==> config.mk <==
export PLATFORM = sky130hd
export DESIGN_NAME = neuro_cfg_loader_flat
export DESIGN_NICKNAME = d
export VERILOG_FILES = /design/src/rtl/neuro_cfg_loader_pkg.sv /design/src/rtl/neuro_cfg_loader_if.sv /design/src/rtl/neuro_cfg_loader_serdes.sv /design/src/rtl/neuro_cfg_loader.sv /design/src/flat_wrapper.sv
export SDC_FILE = /design/constraint.sdc
export NUM_CORES = 1
export LEC_CHECK = 0
export CAP_MARGIN = 15
export CORE_ASPECT_RATIO = 0.8
export CORE_MARGIN = 8
export CORE_UTILIZATION = 46
export CTS_CLUSTER_DIAMETER = 30
export CTS_CLUSTER_SIZE = 40
export DETAILED_ROUTE_END_ITERATION = 10
export GPL_ROUTABILITY_DRIVEN = 0
export PLACE_DENSITY = 0.74
export SLEW_MARGIN = 20
export SYNTH_ARGS = -nofsm -noshare
export SYNTH_HDL_FRONTEND = slang
export SYNTH_SLANG_ARGS = --single-unit
export TNS_END_PERCENT = 5
==> constraint.sdc <==
create_clock -name clk -period 1.98 [get_ports clk]
set_input_delay 0.297 -clock clk [delete_from_list [all_inputs] [get_ports clk]]
set_output_delay 0.297 -clock clk [all_outputs]
set_load 0.02 [all_outputs]
==> src/rtl/neuro_cfg_loader_pkg.sv <==
// neuro_cfg_pkg: loader state encoding and neuron configuration field widths
package neuro_cfg_pkg;
   typedef enum logic [2:0] {IDLE, FETCH, SHIFT, PUSH, DONE} state_t;
   localparam int W_WEIGHT = 3;
   localparam int W_TSEL = 3;
   localparam int W_U = 5;
   localparam int BITS_PER_NEURON = 3 * W_WEIGHT + W_TSEL + W_U;
endpackage

==> src/rtl/neuro_cfg_loader_if.sv <==
// neuro_cfg_loader_if: byte streams, control and bitstream chain pins of the loader
interface neuro_cfg_loader_if;
   logic       start;
   logic [7:0] in_data;
   logic       in_valid;
   logic       in_ready;
   logic [7:0] out_data;
   logic       out_valid;
   logic       out_ready;
   logic       conf_en;
   logic       bs_drive;
   logic       bs_ret;
   logic       busy;
   logic       done;
   modport master (
      output start, in_data, in_valid, out_ready, bs_ret,
      input  in_ready, out_data, out_valid, conf_en, bs_drive, busy, done
   );
   modport slave (
      input  start, in_data, in_valid, out_ready, bs_ret,
      output in_ready, out_data, out_valid, conf_en, bs_drive, busy, done
   );
endinterface

==> src/rtl/neuro_cfg_loader_serdes.sv <==
// neuro_cfg_serdes: tx byte shifted out MSB-first while the chain tail is captured LSB-in
module neuro_cfg_serdes (
   input  logic       clk,
   input  logic       rst,
   input  logic       i_load,
   input  logic       i_shift,
   input  logic [7:0] i_din,
   input  logic       i_ser,
   output logic       o_ser,
   output logic [7:0] o_rx
);
   logic [7:0] r_tx;
   logic [7:0] r_rx;
   always_ff @(posedge clk) begin
      if (rst) begin
         r_tx <= '0;
         r_rx <= '0;
      end else if (i_load) begin
         r_tx <= i_din;
         r_rx <= '0;
      end else if (i_shift) begin
         r_tx <= {r_tx[6:0], 1'b0};
         r_rx <= {r_rx[6:0], i_ser};
      end
   end
   assign o_ser = r_tx[7];
   assign o_rx = r_rx;
endmodule

==> src/rtl/neuro_cfg_loader.sv <==
// neuro_cfg_loader: streams config bytes into the neuron bitstream chain and returns the displaced bits
module neuro_cfg_loader #(
   parameter int N_NEURONS = 1,
   parameter int BITS_PER_NEURON = neuro_cfg_pkg::BITS_PER_NEURON
) (
   input logic clk,
   input logic nn_reset,
   neuro_cfg_loader_if.slave bus
);
   import neuro_cfg_pkg::*;
   localparam int CHAIN_LEN = N_NEURONS * BITS_PER_NEURON;
   localparam int CW = $clog2(CHAIN_LEN + 1);
   state_t r_state, w_next;
   logic [CW-1:0] r_bit_cnt;
   logic [2:0] r_byte_cnt;
   logic r_in_ready, r_out_valid, r_conf_en, r_busy, r_done;
   logic w_load, w_last, w_tx_msb;
   logic [7:0] w_rx;
   logic [2:0] w_pad;
   assign w_load = r_in_ready & bus.in_valid;
   assign w_last = r_byte_cnt == 3'd7 || r_bit_cnt == CW'(CHAIN_LEN - 1);
   // a partial final byte holds its bits at the bottom; shift them up to left-align
   assign w_pad = 3'(-r_byte_cnt);
   always_comb begin
      w_next = r_state;
      case (r_state)
         IDLE:    w_next = bus.start ? FETCH : IDLE;
         FETCH:   w_next = bus.in_valid ? SHIFT : FETCH;
         SHIFT:   w_next = w_last ? PUSH : SHIFT;
         PUSH:    w_next = !bus.out_ready ? PUSH : r_bit_cnt == CW'(CHAIN_LEN) ? DONE : FETCH;
         DONE:    w_next = IDLE;
         default: w_next = IDLE;
      endcase
   end
   always_ff @(posedge clk) begin
      if (nn_reset) begin
         r_state <= IDLE;
         r_bit_cnt <= '0;
         r_byte_cnt <= '0;
         r_in_ready <= 1'b0;
         r_out_valid <= 1'b0;
         r_conf_en <= 1'b0;
         r_busy <= 1'b0;
         r_done <= 1'b0;
      end else begin
         r_state <= w_next;
         r_in_ready <= w_next == FETCH;
         r_out_valid <= w_next == PUSH;
         r_conf_en <= w_next == SHIFT;
         r_busy <= w_next inside {FETCH, SHIFT, PUSH};
         r_done <= w_next == DONE;
         r_bit_cnt <= r_state == IDLE ? '0 : r_bit_cnt + CW'(r_conf_en);
         r_byte_cnt <= w_load ? '0 : r_byte_cnt + 3'(r_conf_en);
      end
   end
   neuro_cfg_serdes u_serdes (
      .clk(clk),
      .rst(nn_reset),
      .i_load(w_load),
      .i_shift(r_conf_en),
      .i_din(bus.in_data),
      .i_ser(bus.bs_ret),
      .o_ser(w_tx_msb),
      .o_rx(w_rx)
   );
   assign bus.in_ready = r_in_ready;
   assign bus.out_valid = r_out_valid;
   assign bus.out_data = w_rx << w_pad;
   assign bus.conf_en = r_conf_en;
   assign bus.bs_drive = w_tx_msb & r_conf_en;
   assign bus.busy = r_busy;
   assign bus.done = r_done;
endmodule

==> src/flat_wrapper.sv <==
// flat-port wrapper written by rule: the top's interface ports become plain ports
module neuro_cfg_loader_flat import neuro_cfg_pkg::*;
#(
   parameter int N_NEURONS = 1,
   parameter int BITS_PER_NEURON = neuro_cfg_pkg::BITS_PER_NEURON
)
  (clk, nn_reset, bus_start, bus_in_data, bus_in_valid, bus_out_ready, bus_bs_ret, bus_in_ready, bus_out_data, bus_out_valid, bus_conf_en, bus_bs_drive, bus_busy, bus_done);
  neuro_cfg_loader_if bus_i ();
  input logic clk;
  input logic nn_reset;
  input wire logic [$bits(bus_i.start)-1:0] bus_start;
  input wire logic [$bits(bus_i.in_data)-1:0] bus_in_data;
  input wire logic [$bits(bus_i.in_valid)-1:0] bus_in_valid;
  input wire logic [$bits(bus_i.out_ready)-1:0] bus_out_ready;
  input wire logic [$bits(bus_i.bs_ret)-1:0] bus_bs_ret;
  output wire logic [$bits(bus_i.in_ready)-1:0] bus_in_ready;
  output wire logic [$bits(bus_i.out_data)-1:0] bus_out_data;
  output wire logic [$bits(bus_i.out_valid)-1:0] bus_out_valid;
  output wire logic [$bits(bus_i.conf_en)-1:0] bus_conf_en;
  output wire logic [$bits(bus_i.bs_drive)-1:0] bus_bs_drive;
  output wire logic [$bits(bus_i.busy)-1:0] bus_busy;
  output wire logic [$bits(bus_i.done)-1:0] bus_done;
  assign bus_i.start = bus_start;
  assign bus_i.in_data = bus_in_data;
  assign bus_i.in_valid = bus_in_valid;
  assign bus_i.out_ready = bus_out_ready;
  assign bus_i.bs_ret = bus_bs_ret;
  assign bus_in_ready = bus_i.in_ready;
  assign bus_out_data = bus_i.out_data;
  assign bus_out_valid = bus_i.out_valid;
  assign bus_conf_en = bus_i.conf_en;
  assign bus_bs_drive = bus_i.bs_drive;
  assign bus_busy = bus_i.busy;
  assign bus_done = bus_i.done;
  neuro_cfg_loader #(.N_NEURONS(N_NEURONS), .BITS_PER_NEURON(BITS_PER_NEURON)) u_core (.clk(clk), .nn_reset(nn_reset), .bus(bus_i));
endmodule
==> impl_metrics.env <==
export IMPL_arrival_ns=1.80
export IMPL_final_area_um2=2088
export IMPL_tightest_slew_ns=0.4059
export IMPL_routed_wl_um=3454
export IMPL_ant_nets=0
export IMPL_fin_crit_sh_pct=106.0
export IMPL_syn_avg_cell_area_um2=9.342
export IMPL_synth_compound_area_share_pct=9.821
export IMPL_synth_seq_cells=32
export IMPL_grt_use_total_pct=13.70
export IMPL_drc_errors=0
export IMPL_synth_area_um2=1541
export IMPL_layout_common_cells="nor2_1, dfxtp_1, mux2i_1"
export IMPL_hpwlAfterDp_um=2608
export IMPL_grt_first_pass_wirelength_um=5899
export IMPL_slew_viol_final=0
export IMPL_die_h_um=67.78
export IMPL_drt_pass1_iterations=4
export IMPL_ys_seq_area_share_pct=41.56
export IMPL_fill_cells=249
export IMPL_gr_total_overflow=0
export IMPL_initial_core_util_pct=48.89
export IMPL_utilization_pct=66.23
export IMPL_vias_per_cell=5.277
export IMPL_violations="setup timing"
export IMPL_cts_buffer_depth=2
export IMPL_critical_path_class="reg -> out"
export IMPL_finalSetupViolCount=5
export IMPL_synth_xor_area_share_pct=3.328
export IMPL_clock_skew_ns=0.007741
export IMPL_grt_max_degree=16
export IMPL_post_dp_cell_area_um2=1984
export IMPL_grt_pass1_vias=1350
export IMPL_numCtsBuffers=5
export IMPL_nets=229
export IMPL_cp_max_fo=6
export IMPL_cts_tree="done"
export IMPL_die_w_um=80.72
export IMPL_run_status="complete, but fails checks"
export IMPL_synth_top_family_by_area="simple AND/OR/NAND/NOR gates"
export IMPL_powerDensity_nw_per_um2=640.6
export IMPL_muxShareOfSynthArea_pct=18.43
export IMPL_wire_per_inst_um=13.87
export IMPL_fmax_mhz=476.3
export IMPL_h_tree_depth=2
export IMPL_via_count=1314
export IMPL_netlist_instances=165
export IMPL_clock_sinks=32
export IMPL_drive_above_1_share_pct=24.88
export IMPL_antenna_cells=0
export IMPL_synth_simple_area_share_pct=18.51
export IMPL_syn2layout_area_growth_pct=35.47
export IMPL_setup_tns_final_ns=-0.4177
export IMPL_antenna_found_initial=0
export IMPL_synthDistinctLibCells=33
export IMPL_rsz0062_at_grt="yes"
export IMPL_rows=18
export IMPL_clk_pin_slew_worst_paths_ns=0.06
export IMPL_fin_ws_ns=-0.1196
export IMPL_io_buffers=27
export IMPL_drt_iter0_drc=30
export IMPL_hold_viol=0
export IMPL_syn_num_nets=185
export IMPL_synthAdderAreaFrac_pct=4.870
export IMPL_period_minus_slack_ns=2.100
export IMPL_worstSkewPairLatency_ns=0.29
export IMPL_pin_count=28
export IMPL_maxCapViolCount=0
export IMPL_worstHoldPathType="reg -> reg"
export IMPL_cp_start_kind="flip-flop"
export IMPL_ys_warn_count=0
export IMPL_cts_root_buf="clkbuf_8"
export IMPL_irDropWorstVdd_mv=0.5916
export IMPL_power_w=0.001338
export IMPL_maxSlewHeadroom_pct=72.94
export IMPL_dieArea_um2=5471
export IMPL_critPathRequiredTime_ns=1.68
export IMPL_core_area_um2=3153
export IMPL_power_leakage_nw=0.8084
export IMPL_endpoint_kind="output pin"
path summary, 6_finish.rpt:
kind                                                      startpoint                              endpoint  slack (ns)  depth (start not counted)
worst max-delay path                 u_core.r_byte_cnt[0]$_SDFF_PP0_                       bus_out_data[6]       -0.12                          7
worst min register to register  u_core.u_serdes.r_tx[0]$_SDFFE_PP0P_  u_core.u_serdes.r_tx[0]$_SDFFE_PP0P_        0.49                          2
worst max register to register       u_core.r_byte_cnt[0]$_SDFF_PP0_         u_core.bus.conf_en$_SDFF_PP0_        0.38                          5
worst min-delay path            u_core.u_serdes.r_tx[0]$_SDFFE_PP0P_  u_core.u_serdes.r_tx[0]$_SDFFE_PP0P_        0.49                          2
layout make-up:
cell class	instances	area (µm²)	area share, %
Sequential cell	32	643.1	30.80
Timing Repair Buffer	44	375.4	17.97
Inverter	6	22.52	1.078
Clock inverter	1	5.005	0.2397
Clock buffer	6	72.57	3.475
Multi-Input combinational cell	120	919.6	44.04
Tap cell	40	50.05	2.397
synthesized netlist by cell type, drive strengths merged:
master,count,area share [%]
a21oi,5,1.6
nand2b,2,0.81
and2,3,1.2
a32oi,1,1.1
o22ai,1,0.41
a221o,1,0.65
nor2b,1,0.41
o21a,1,0.49
a21o,1,0.49
xor2,2,1.1
and4b,1,0.65
inv,6,1.5
dfxtp,32,42
or2,1,0.41
and3,1,0.41
a21boi,1,0.49
a211oi,7,3.4
clkbuf,3,0.73
o22a,1,0.57
nand3b,2,0.97
nor4b,2,1.5
nand2,7,1.7
nand3,4,1.3
mux2i,25,16
o21ai,2,0.65
mux2,3,2.2
ha,6,4.9
xnor2,3,2.2
nor2,32,7.8
buf,4,1.3
nor3,4,1.3
registers in the layout, indices dropped and copies added, names as in the netlist:
signal,count
u_core.bus.conf_en,1
u_core.bus.done,1
u_core.u_serdes.r_tx,8
u_core.r_state,3
u_core.bus.busy,1
u_core.r_byte_cnt,3
u_core.bus.out_valid,1
u_core.bus.in_ready,1
u_core.u_serdes.o_rx,8
u_core.r_bit_cnt,5
cell families (layout without fill, tap and decap cells):
family | count (synthesis) | after routing
and+or+nand+nor | 60 | 60
DFF | 32 | 32
muxes | 28 | 28
AOI/OAI and AO/OA | 21 | 21
buffers and inverters | 13 | 57
adders and majority gates | 6 | 6
xor gates and xnor gates | 5 | 5
worst max-delay path, stage by stage (launching register included):
cell and delay [ns]:
dfxtp_2 0.33, inv_2 0.05, ha_4 0.27, buf_6 0.13, mux2i_4 0.18, o22a_1 0.26, mux2i_4 0.16, buf_6 0.14
per-stage QoR:
| stage | hold slack, ns | setup slack, ns | std cells |
|---|---|---|---|
| after global placement | 0.4747 | -0.2769 | 240 |
| final | 0.4888 | -0.1196 | 249 |
| after detailed placement | 0.4807 | -0.3448 | 240 |
| after floorplan | 0.3698 | 0.01625 | 165 |
| after global routing | 0.5101 | -0.1724 | 249 |
| after CTS | 0.4927 | -0.1080 | 248 |
power breakdown:
group,switching (W),internal (W),total [W]
Combinational,0.0000891,0.000100,0.000189
Clock,0.000228,0.000238,0.000467
Sequential,0.0000159,0.000666,0.000682
routing by layer:
| metal | vias up | GRT usage [%] | routed length, µm |
|---|---|---|---|
| met1 | 623 | 16.00 | 1600 |
| met3 | 5 | 3.714 | 114 |
| li1 | 665 | - | - |
| met5 | - | 0 | 0 |
| met4 | 0 | 6.000 | 44 |
| met2 | 21 | 23.18 | 1695 |
repair_timing:
action	in CTS	in global routing
setup endpoints to repair	8	8
resized for setup	40	9
pin swaps	3	2
buffers inserted	1	1
hold buffers	0	0
Power figures use the tool's default switching activity.
